[config.mk]
export PLATFORM = sky130hd
export DESIGN_NAME = mem_pipe_sequencer
export DESIGN_NICKNAME = d
export VERILOG_FILES = /design/src/rtl/mem_pipe_sequencer_pkg.sv /design/src/rtl/mem_pipe_sequencer_perf.sv /design/src/rtl/mem_pipe_sequencer.sv
export SDC_FILE = /design/constraint.sdc
export NUM_CORES = 1
export LEC_CHECK = 0
export ABC_AREA = 1
export CAP_MARGIN = 15
export CORE_ASPECT_RATIO = 0.8
export CORE_UTILIZATION = 29
export DETAILED_ROUTE_END_ITERATION = 10
export HOLD_SLACK_MARGIN = 0.02
export PLACE_DENSITY = 0.95
export SETUP_SLACK_MARGIN = 0.4
export SYNTH_ARGS = -nofsm -noshare
export SYNTH_HDL_FRONTEND = slang
export SYNTH_SLANG_ARGS = --single-unit
[constraint.sdc]
create_clock -name clk -period 1.6 [get_ports clk]
set_input_delay 0.4 -clock clk [delete_from_list [all_inputs] [get_ports clk]]
set_output_delay 0.4 -clock clk [all_outputs]
set_load 0.005 [all_outputs]
[src/rtl/mem_pipe_sequencer_pkg.sv]
// Shared types for the FE/EC memory-bus sequencer: FSM states, bus-owner
// decode and a saturating increment used by the optional perf counters.
package mem_pipe_sequencer_pkg;

   typedef enum logic [1:0] {
      SEQ_IDLE,
      SEQ_RUN,
      SEQ_HOLD,
      SEQ_HALTED
   } seq_state_t;

   // Which requester owns the bus in a RUN cycle, highest priority first.
   typedef enum logic [1:0] {
      BUS_COMMIT,
      BUS_EXMEM,
      BUS_BRANCH,
      BUS_FETCH
   } bus_owner_t;

   // Opcode of the HALT instruction as seen on the read bus / commit stage.
   localparam logic [3:0] OP_HALT = 4'hF;

   function automatic logic [31:0] sat_inc32(input logic [31:0] val);
      return (val == '1) ? val : val + 32'd1;
   endfunction

endpackage

[src/rtl/mem_pipe_sequencer_perf.sv]
// Two saturating 32-bit event counters (stall cycles, memory operations).
// Only instantiated when MEM_SEQ_PERF_EN is defined.
module mem_seq_perf_counters
   import mem_pipe_sequencer_pkg::*;
(
   input  logic        clk,
   input  logic        rst_n,
   input  logic        stall_i,
   input  logic        mem_op_i,
   output logic [31:0] stall_cycles_o,
   output logic [31:0] mem_ops_o
);

   logic [31:0] stall_q;
   logic [31:0] ops_q;

   // Count events, holding at all-ones instead of wrapping.
   always_ff @(posedge clk or negedge rst_n) begin
      if (!rst_n) begin
         stall_q <= '0;
         ops_q   <= '0;
      end else begin
         if (stall_i)  stall_q <= sat_inc32(stall_q);
         if (mem_op_i) ops_q   <= sat_inc32(ops_q);
      end
   end

   assign stall_cycles_o = stall_q;
   assign mem_ops_o      = ops_q;

endmodule

[src/rtl/mem_pipe_sequencer.sv]
// Bus arbiter and stage-enable sequencer for the FE/EC pipeline sharing one
// memory bus. Optional build macro: MEM_SEQ_PERF_EN (stall / mem-op counters;
// without it stall_cycles and mem_ops are tied to 0).
//
// state      | meaning
// SEQ_IDLE   | one quiet cycle after reset, bus parked in read mode
// SEQ_RUN    | normal arbitration: commit store > EX load/store > branch > fetch
// SEQ_HOLD   | multi-cycle access, latched bus/rw/write_commit, pipeline frozen
// SEQ_HALTED | HALT committed; sticky until rst_n
module mem_pipe_sequencer
   import mem_pipe_sequencer_pkg::*;
#(
   parameter int unsigned ADDR_W      = 10,
   parameter int unsigned DATA_W      = 6,
   parameter int unsigned WAIT_CYCLES = 0
) (
   input  logic              clk,
   input  logic              rst_n,
   input  logic [ADDR_W-1:0] pc,
   input  logic [ADDR_W-1:0] mem_address,
   input  logic [DATA_W-1:0] mem_write_data,
   input  logic              mem_load,
   input  logic              mem_store,
   input  logic              mem_store_commit,
   input  logic              store_upper,
   input  logic              branch_ex,
   input  logic              halt_fetch,
   input  logic              halt_commit,
   output logic              pc_enable,
   output logic              fe_reg_enable,
   output logic              fe_reg_clear,
   output logic              ec_reg_enable,
   output logic              ec_reg_clear,
   output logic              write_commit,
   output logic              mem_read_write,
   output logic [ADDR_W-1:0] mem_bus_out,
   output logic              halted,
   output logic [31:0]       stall_cycles,
   output logic [31:0]       mem_ops
);

   localparam int unsigned CNT_W = (WAIT_CYCLES > 1) ? $clog2(WAIT_CYCLES) : 1;
   localparam logic [CNT_W-1:0] WAIT_LOAD =
      CNT_W'((WAIT_CYCLES > 0) ? WAIT_CYCLES - 1 : 0);

   seq_state_t         state_q, state_d;
   logic [CNT_W-1:0]   wait_cnt_q, wait_cnt_d;
   logic [ADDR_W-1:0]  hold_bus_q, hold_bus_d;
   logic               hold_rw_q, hold_rw_d;
   logic               hold_wc_q, hold_wc_d;

   bus_owner_t         owner;
   logic [ADDR_W-1:0]  run_bus;
   logic               run_rw;
   logic               run_wc;
   logic               run_pc_en, run_fe_en, run_fe_clr, run_ec_en, run_ec_clr;

   // RUN-cycle bus owner and the strobes that owner implies.
   always_comb begin
      owner      = BUS_FETCH;
      run_bus    = pc;
      run_rw     = 1'b1;
      run_wc     = 1'b0;
      run_pc_en  = 1'b0;
      run_fe_en  = 1'b0;
      run_fe_clr = 1'b0;
      run_ec_en  = 1'b0;
      run_ec_clr = 1'b0;
      if (mem_store_commit) begin
         owner                = BUS_COMMIT;
         run_bus              = '0;
         run_bus[DATA_W-1:0]  = mem_write_data;
         run_bus[DATA_W]      = store_upper;
         run_rw               = 1'b0;
         run_wc               = 1'b1;
         run_ec_clr           = 1'b1;
      end else if (mem_load || mem_store) begin
         owner      = BUS_EXMEM;
         run_bus    = mem_address;
         run_rw     = ~mem_store;
         run_fe_clr = 1'b1;
         run_ec_en  = 1'b1;
      end else if (branch_ex) begin
         owner      = BUS_BRANCH;
         run_fe_clr = 1'b1;
         run_ec_en  = 1'b1;
      end else begin
         run_fe_en  = 1'b1;
         run_ec_en  = 1'b1;
         run_pc_en  = ~halt_fetch;
      end
      // A committing HALT parks the bus in read mode and flags it.
      if (halt_commit) begin
         run_rw = 1'b1;
         run_wc = 1'b1;
      end
   end

   // Next-state logic and state-dependent output drive.
   always_comb begin
      state_d        = state_q;
      wait_cnt_d     = wait_cnt_q;
      hold_bus_d     = hold_bus_q;
      hold_rw_d      = hold_rw_q;
      hold_wc_d      = hold_wc_q;
      pc_enable      = 1'b0;
      fe_reg_enable  = 1'b0;
      fe_reg_clear   = 1'b0;
      ec_reg_enable  = 1'b0;
      ec_reg_clear   = 1'b0;
      write_commit   = 1'b0;
      mem_read_write = 1'b1;
      mem_bus_out    = '0;
      halted         = 1'b0;
      unique case (state_q)
         SEQ_IDLE: begin
            state_d = SEQ_RUN;
         end
         SEQ_RUN: begin
            pc_enable      = run_pc_en;
            fe_reg_enable  = run_fe_en;
            fe_reg_clear   = run_fe_clr;
            ec_reg_enable  = run_ec_en;
            ec_reg_clear   = run_ec_clr;
            write_commit   = run_wc;
            mem_read_write = run_rw;
            mem_bus_out    = run_bus;
            if (halt_commit) begin
               state_d = SEQ_HALTED;
            end else if ((WAIT_CYCLES > 0) && (owner != BUS_BRANCH)) begin
               state_d    = SEQ_HOLD;
               wait_cnt_d = WAIT_LOAD;
               hold_bus_d = run_bus;
               hold_rw_d  = run_rw;
               hold_wc_d  = run_wc;
            end
         end
         SEQ_HOLD: begin
            write_commit   = hold_wc_q;
            mem_read_write = hold_rw_q;
            mem_bus_out    = hold_bus_q;
            if (wait_cnt_q == '0) state_d = SEQ_RUN;
            else                  wait_cnt_d = wait_cnt_q - CNT_W'(1);
         end
         SEQ_HALTED: begin
            write_commit = 1'b1;
            halted       = 1'b1;
         end
         default: state_d = SEQ_IDLE;
      endcase
   end

   // State, wait counter and latched access registers.
   always_ff @(posedge clk or negedge rst_n) begin
      if (!rst_n) begin
         state_q    <= SEQ_IDLE;
         wait_cnt_q <= '0;
         hold_bus_q <= '0;
         hold_rw_q  <= 1'b0;
         hold_wc_q  <= 1'b0;
      end else begin
         state_q    <= state_d;
         wait_cnt_q <= wait_cnt_d;
         hold_bus_q <= hold_bus_d;
         hold_rw_q  <= hold_rw_d;
         hold_wc_q  <= hold_wc_d;
      end
   end

`ifdef MEM_SEQ_PERF_EN
   logic stall_evt;
   logic mem_op_evt;

   // A stall is any active-pipeline cycle where the PC does not advance;
   // a mem op is a RUN cycle that hands the bus to a load, store or commit store.
   always_comb begin
      stall_evt  = ((state_q == SEQ_RUN) || (state_q == SEQ_HOLD)) && !pc_enable;
      mem_op_evt = (state_q == SEQ_RUN) && !halt_commit &&
                   ((owner == BUS_COMMIT) || (owner == BUS_EXMEM));
   end

   mem_seq_perf_counters u_perf (
      .clk            (clk),
      .rst_n          (rst_n),
      .stall_i        (stall_evt),
      .mem_op_i       (mem_op_evt),
      .stall_cycles_o (stall_cycles),
      .mem_ops_o      (mem_ops)
   );
`else
   assign stall_cycles = '0;
   assign mem_ops      = '0;
`endif

endmodule

# Word level (Yosys, flattened, before mapping)
# Cells that the tools add are included.
# word_totals
register_bits	3
latch_bits	0
ramBits	0
romBits	0
output_inout_bits	82
n_memories	0
# op_classes
n_addsub	1
mul	0
div	0
order_cmp	0
eq_ne	5
shifts	0
n_mux	30
n_bitwise	2
reduce_logical	4
# op_table
op	n
10-bit 2-to-1 mux	3
1-bit 2-to-1 mux	22
2-bit one-hot mux with 3 select lines	1
2-bit == test, second input constant	2
2-bit 2-to-1 mux	2
2-bit inequality test, second input constant	2
1-bit one-hot mux with 2 select lines	2
3-bit AND reduction	1
3-bit nonzero test	1
2-bit by 1-bit == test with 1-bit output, second input constant	1
2-bit zero test	1
1-bit NOT	2
1-bit logical OR	1
1-bit subtractor, second input constant	1

# Depth between registers and ports, before layout
# Gate-level depths: netlist (run 1).
# depth
depth_word	5
mapped_depth	6
mapped_depth_nobuf	5

# Worst setup path before layout (run 1)
# OpenSTA, ideal clock, no wires.
# synth_timing
kind	input to output
start	input port mem_store
end	output port mem_bus_out[8]
t_arrival_ns	0.971
t_required_ns	1.200
slack_ns	0.229
path_stages	5
path_buffers	2
path_cell_list	buf_6 > nor2_4 > buf_6 > nand2_2 > a21oi_2
# synth_via
elab_chain_cells	4
# synth_lines
element	line	source
start, declared	mem_pipe_sequencer.sv:23	input logic mem_store,
1-bit logical OR	mem_pipe_sequencer.sv:77	end else if (mem_load || mem_store) begin
10-bit 2-to-1 mux	mem_pipe_sequencer.sv:77	
10-bit 2-to-1 mux	mem_pipe_sequencer.sv:69	if (mem_store_commit) begin
10-bit 2-to-1 mux	mem_pipe_sequencer.sv:115	unique case (state_q)
end, declared	mem_pipe_sequencer.sv:36	output logic [ADDR_W-1:0] mem_bus_out,
# Every way passes these cells.

# Worst setup path after layout (run 1)
# layout_timing
start	register state_q[1]
end	output port mem_bus_out[9]
# layout_via
elab_chain_cells	2
# layout_lines
element	line	source
start, declared	mem_pipe_sequencer.sv:46	seq_state_t state_q, state_d;
start signal, assigned	mem_pipe_sequencer.sv:162	state_q <= state_d;
2-bit by 1-bit == test with 1-bit output	mem_pipe_sequencer.sv:115	
10-bit 2-to-1 mux	mem_pipe_sequencer.sv:115	
# Every way passes these cells.

==> results of run 1 <==
-- critical path: cells and delay by family (launching register included) --
family / cells / cell delay, ns
buffers and inverters: 4 / 0.43
DFF: 1 / 0.38
and+or+nand+nor: 4 / 0.33
-- final cells by class --
class	count	area, µm²
fill	328	1540
tap	40	50.0
multi-input combinational	128	692
inverter	22	82.6
sequential	2	51.3
timing repair buffer	77	673
clock buffer	3	41.3
-- logic make-up (layout without fill, tap and decap cells) --
| logic type | after synthesis | in the layout | synth area share (%) |
|---|---|---|---|
| compound gates | 13 | 13 | 7.25 |
| buf+inv | 88 | 102 | 60.6 |
| flops | 2 | 2 | 5.18 |
| other cells | 2 | 65 | 0.777 |
| simple gates | 49 | 50 | 26.2 |
-- cells in the mapped netlist --
| master | n |
|---|---|
| nand2_2 | 3 |
| nand2_4 | 1 |
| a31oi_1 | 1 |
| o21ai_0 | 8 |
| buf_6 | 2 |
| dfrtp_1 | 2 |
| or2_2 | 1 |
| conb_1 | 2 |
| nor2_1 | 7 |
| buf_4 | 64 |
| nor2_8 | 2 |
| inv_1 | 20 |
| nor3_1 | 1 |
| nand3_1 | 8 |
| a21oi_2 | 1 |
| nand2_1 | 25 |
| a21oi_1 | 3 |
| nor2_4 | 1 |
| inv_2 | 2 |
-- per-stage QoR --
stage / hold WS (ns) / setup TNS [ns]
final: 0.360 / -1.14
after global routing: 0.356 / -2.28
after CTS: 0.357 / -0.781
after detailed placement: 0.575 / -12.36
after global placement: 0.568 / -11.89
after floorplan: 0.104 / 0
-- placed cells by master (no fill, tap or decap), types with 2 or more instances in the layout --
| cell type | count |
|---|---|
| inv_1 | 19 |
| nand2_1 | 15 |
| conb_1 | 65 |
| o21ai_0 | 3 |
| clkdlybuf4s50_1 | 24 |
| nand3_2 | 7 |
| nor2_4 | 2 |
| nor2_8 | 2 |
| nand2_2 | 13 |
| buf_2 | 17 |
| dlygate4sd2_1 | 8 |
| o21ai_1 | 5 |
| a21oi_2 | 3 |
| buf_4 | 10 |
| inv_2 | 3 |
| clkbuf_8 | 3 |
| nor2_1 | 6 |
| buf_6 | 17 |
-- path summary, 6_finish.rpt --
path / endpoint / slack (ns) / cells after the start
setup / recovery: mem_bus_out[9] / -0.15 / 8
max in group asynchronous: state_q[0] / 1.10 / 1
setup reg to reg: state_q[1] / 0.60 / 5
min in group clk: state_q[1] / 0.68 / 3
hold reg to reg: state_q[1] / 0.87 / 4
hold / removal: state_q[1] / 0.36 / 1
-- what timing repair did --
| item | CTS | global route |
|---|---|---|
| pin swaps | 20 | 7 |
| gates cloned | 1 | 0 |
| endpoints found under the hold margin | 0 | 0 |
| setup endpoints to repair | 18 | 18 |
| resized for setup | 122 | 13 |
| buffers inserted | 14 | 1 |
-- power by group through the flow --
| stage | registers, W | logic, W | clock network (W) |
|---|---|---|---|
| finish | 0.0000583 | 0.000334 | 0.000195 |
| detailed placement | 0.0000574 | 0.000283 | 0 |
| floorplan | 0.0000574 | 0.000229 | 0 |
| global placement | 0.0000571 | 0.000276 | 0 |
| global route | 0.0000585 | 0.000371 | 0.000207 |
| CTS | 0.0000579 | 0.000314 | 0.000199 |
-- per-layer routing --
layer,vias up,GRT usage (%),wire length (µm)
met3,0,1.27,149
met2,51,31.6,1640
li1,496,-,-
met1,442,12.6,859
met5,-,0,0
met4,0,3.90,0
==> summary.txt, run 1 <==
GRT
  • GRT overflow: 0
  • First-pass GRT wire length: 3670 µm
  • Number of global-route vias before repair: 892
  • GRT Util Overall: 13.8%
  • Initial antenna violation count: 0
  • Largest net degree at the start of global routing: 8

Pwr
  • Clock share of power: 33.2%
  • Leak Pwr: 0.914 nW
  • Reg power frac: 9.9%
  • Switch share: 34.2%
  • Comb pwr share: 56.9%
  • P per Cell Area: 369 nW/µm²
  • Switch Pwr: 0.000201 W
  • Worst VDD drop: 0.000206 V
  • Pint: 0.000386 W
  • Pwr Total: 0.000586 W

Cells and area
  • Largest regs: state_q (2)
  • Reg with most FFs: state_q
  • Layout Cells excl Fill: 272
  • Area Growth Syn to Fin: 64.6%
  • Antenna Cells: 0
  • Share of cells above drive strength 1: 36.6%
  • Layout Cell Area excl Fill: 1590 µm²
  • Max reg flops: 2
  • Fin util: 50.8%
  • Total Nets Final: 269

Detailed routing
  • Average wire per standard cell: 9.72 µm
  • DRC errors left: 0
  • Vias per cell: 3.64
  • Total iterations of the first detailed-routing run: 3
  • Routed wire length: 2640 µm
  • Number of routed nets with antenna violations: 0
  • Initial DRC count: 16
  • DR vias: 989

Placed design
  • Gpl congestion: 0.646
  • Setup WS pre-CTS: -0.826 ns
  • Number of port buffers: 52
  • Post-placement cell count: 253
  • DP Wirelength: 1970 µm
  • DP Area: 1350 µm²

Outcome
  • Status: finished with violations
  • Violated checks: negative setup slack

Clocking
  • Clock Latency Late Sink: 0.21 ns
  • Num CTS Buffers: 3
  • CTS Hold Bufs: 0
  • CTS tree: done
  • Htree depth: 1
  • Clk Tree Root Cell: clkbuf_8
  • Bufs on Longest Clock Path: 2
  • Clk sinks: 2
  • Worst-path clk slew: 0.03 ns

Setup path
  • Cell mode on critical path: buf_6
  • Crit path arrival time: 1.35 ns
  • Max incr delay on CP: 0.38 ns
  • Reg2reg start: state_q[1]
  • CP endpoint kind: output port
  • CP startpoint kind: flop
  • CP max FO: 4
  • Kind of critical path: flop to output port
  • Cells along the critical path: inv_2 -> nand2_8 -> nor2_4 -> buf_6 -> buf_6 -> nand2_2 -> nor2_1 -> buf_2
  • Setup crit start: state_q[1]
  • WP data required: 1.20 ns
  • Slowest cell on crit path: dfrtp_1

Synth
  • Yosys cell types: 19
  • Yosys top cell area share: 49.7%
  • Mapped cell area: 966 µm²
  • Syn avg cell area: 6.27 µm²
  • Number of synthesized register bits: 2
  • Warnings, synthesis: 0
  • Top area cells in the synthesized netlist: buf_4, nand2_1, inv_1, dfrtp_1, nand3_1
  • Cells after Synth: 154
  • Post-synthesis sequential area ratio: 5.18%
  • Post-synth top area cell: buf_4

Timing
  • RSZ-0062 raised after global routing: yes
  • Hold Fails Final Rpt: 0
  • Final Max Tran Viols: 0
  • Final WS setup: -0.147 ns
  • Final period util: 109%
  • Clock skew: 0.00395 ns
  • Highest clock rate: 572 MHz
  • Final Setup Violations: 17
  • Fin crit period: 1.75 ns

Floorplan
  • Die height: 53.6 µm
  • Starting density of the core: 30.9%
  • Core area: 3130 µm²
  • Die W: 66.5 µm
  • Site row count: 18
  • I/O Pins: 117
  • Die area: 3570 µm²

Worst hold path
  • Hold Crit Class: input pin to async pin

Job
  • Max cap viols: 0
(Power assumes the default switching activity.)
==> run 2: changes to the inputs <==
--- a/config.mk
+++ b/config.mk
@@ -7,7 +7,6 @@
 export LEC_CHECK = 0
 export ABC_AREA = 1
 export CAP_MARGIN = 15
-export CORE_ASPECT_RATIO = 0.8
 export CORE_UTILIZATION = 29
 export DETAILED_ROUTE_END_ITERATION = 10
 export HOLD_SLACK_MARGIN = 0.02
==> summary.txt, run 2 (same netlist as run 1, synthesis figures left out) <==
Detailed routing
  • Initial DRC count: 16 (unchanged)
  • Routed wire length: 2830 µm (was 2640 µm)
  • DR vias: 1057 (was 989)
  • DRC errors left: 0 (unchanged)
  • Number of routed nets with antenna violations: 0 (unchanged)
  • Highest routed layer: met4 (was met3)
  • Average wire per standard cell: 10.1 µm (was 9.72 µm)
  • Vias per cell: 3.76 (was 3.64)
  • Met2 WL post-DR: 1610 µm (was 1640 µm)
  • Met1 wire length: 979 µm (was 859 µm)
  • Met3 wire len: 194 µm (was 149 µm)
  • Total iterations of the first detailed-routing run: 4 (was 3)

Placed design
  • DP Wirelength: 1960 µm (was 1970 µm)
  • Number of port buffers: 52 (unchanged)
  • Post-placement cell count: 255 (was 253)
  • Gpl congestion: 0.674 (was 0.646)

Job
  • Max cap viols: 0 (unchanged)

Timing
  • Hold Fails Final Rpt: 0 (unchanged)
  • RSZ-0062 raised after global routing: yes (unchanged)
  • Clock skew: 0.00374 ns (was 0.00395 ns)
  • Final WS setup: -0.0986 ns (was -0.147 ns)
  • Final period util: 106% (was 109%)
  • Highest clock rate: 589 MHz (was 572 MHz)
  • Hold WS: 0.327 ns (was 0.360 ns)
  • Final Setup Violations: 16 (was 17)
  • Fin crit period: 1.70 ns (was 1.75 ns)
  • Final Max Tran Viols: 0 (unchanged)

Outcome
  • Status: finished with violations (unchanged)
  • Violated checks: negative setup slack (unchanged)

Floorplan
  • I/O Pins: 117 (unchanged)
  • Starting density of the core: 31.1% (was 30.9%)
  • Die area: 3570 µm² (about the same)
  • Site row count: 20 (was 18)
  • Die height: 59.7 µm (was 53.6 µm)
  • Die W: 59.7 µm (was 66.5 µm)
  • Core area: 3100 µm² (was 3130 µm²)

Clocking
  • Bufs on Longest Clock Path: 2 (unchanged)
  • Htree depth: 1 (unchanged)
  • CTS tree: done (unchanged)
  • Clock Latency Late Sink: 0.23 ns (was 0.21 ns)
  • Clk sinks: 2 (unchanged)
  • Num CTS Buffers: 3 (unchanged)
  • Worst-path clk slew: 0.03 ns (about the same)
  • Clk Tree Root Cell: clkbuf_4 (was clkbuf_8)
  • CTS Hold Bufs: 0 (unchanged)

Cells and area
  • Share of cells above drive strength 1: 35.9% (was 36.6%)
  • Reg with most FFs: state_q (unchanged)
  • Max reg flops: 2 (unchanged)
  • Fillers: 310 (was 328)
  • Largest regs: state_q (2) (unchanged)
  • Layout Cells excl Fill: 281 (was 272)
  • Commonest non-fill, non-tap cell in the layout: conb_1 (unchanged)
  • Total Nets Final: 274 (was 269)
  • Commonest non-fill, non-tap cells in the layout: conb_1, clkdlybuf4s50_1, inv_1, buf_6 (was conb_1, clkdlybuf4s50_1, inv_1, buf_2, buf_6)
  • Antenna Cells: 0 (unchanged)
  • Area Growth Syn to Fin: 65.7% (was 64.6%)

GRT
  • GRT Util Overall: 15.8% (was 13.8%)
  • Largest net degree at the start of global routing: 8 (unchanged)
  • Initial antenna violation count: 0 (unchanged)
  • Number of global-route vias before repair: 922 (was 892)
  • GRT overflow: 0 (unchanged)
  • First-pass GRT wire length: 4040 µm (was 3670 µm)

Setup path
  • Kind of critical path: flop to output port (unchanged)
  • Crit path arrival time: 1.30 ns (was 1.35 ns)
  • CP endpoint kind: output port (unchanged)
  • CP max FO: 4 (unchanged)
  • WP data required: 1.20 ns (about the same)
  • R2R setup slack: 0.59 ns (was 0.60 ns)
  • CP startpoint kind: flop (unchanged)

Pwr
  • P per Cell Area: 329 nW/µm² (was 369 nW/µm²)
  • Leak Pwr: 0.924 nW (was 0.914 nW)
  • Worst VDD drop: 0.000103 V (was 0.000206 V)

Worst hold path
  • Hold Crit Class: input pin to async pin (unchanged)
[run 2: metrics by stage]
step                TNS [ns]  cell area, µm²  power, W  util [%]  setup WS [ns]
floorplan                  0            1210  0.000287         -          0.262
global placement      -11.82            1340  0.000332      43.3         -0.802
detailed placement    -12.04            1340  0.000337      43.3         -0.796
CTS                   -0.976            1550  0.000504      49.9         -0.118
global route           -1.91            1600  0.000569      51.6         -0.151
finish                 -1.11            1600  0.000527      51.6        -0.0986
[run 2: routing by layer]
layer | track usage, % | vias up
met5 | 0 | -
met4 | 8.31 | 0
met3 | 2.81 | 4
met2 | 31.3 | 70
met1 | 15.3 | 483
li1 | - | 500
[run 2: what timing repair did]
item	CTS	global route
cloned	1	0
pin swaps	13	5
setup buffers	19	3
gates resized for setup	115	16
endpoints found under the setup margin	18	18
[run 2: critical path, stage by stage (launching register included)]
cell     delay, ns
dfrtp_1       0.38
inv_2         0.12
nand2_8       0.10
nor2_8        0.12
buf_6         0.12
nand2_2       0.04
nor2_1        0.08
buf_2         0.12
[run 2: worst paths after layout]
path | start | to | depth (start not counted)
setup reg to reg | state_q[1] | state_q[1] | 5
hold reg to reg | state_q[0] | state_q[1] | 4
setup / recovery | state_q[1] | mem_bus_out[9] | 7
hold / removal | rst_n | state_q[0] | 1
min in group clk | halt_commit | state_q[1] | 3
max in group asynchronous | rst_n | state_q[0] | 1
[run 2: power by group]
part,internal [W],total (W),switching (W),leakage (nW)
Sequential,0.0000542,0.0000581,0.00000387,0.0231
Combinational,0.000185,0.000350,0.000165,0.887
Clock,0.0000832,0.000118,0.0000351,0.0138
Total,0.000323,0.000527,0.000204,0.924
[run 2: layout make-up]
class / count / area, µm² / area share, %
repair buffers: 82 / 731 / 45.7
multi-input cells: 128 / 658 / 41.1
inverters: 22 / 82.6 / 5.16
well taps: 44 / 55.1 / 3.44
flip-flops and latches: 2 / 51.3 / 3.21
clock buffers: 3 / 22.5 / 1.41
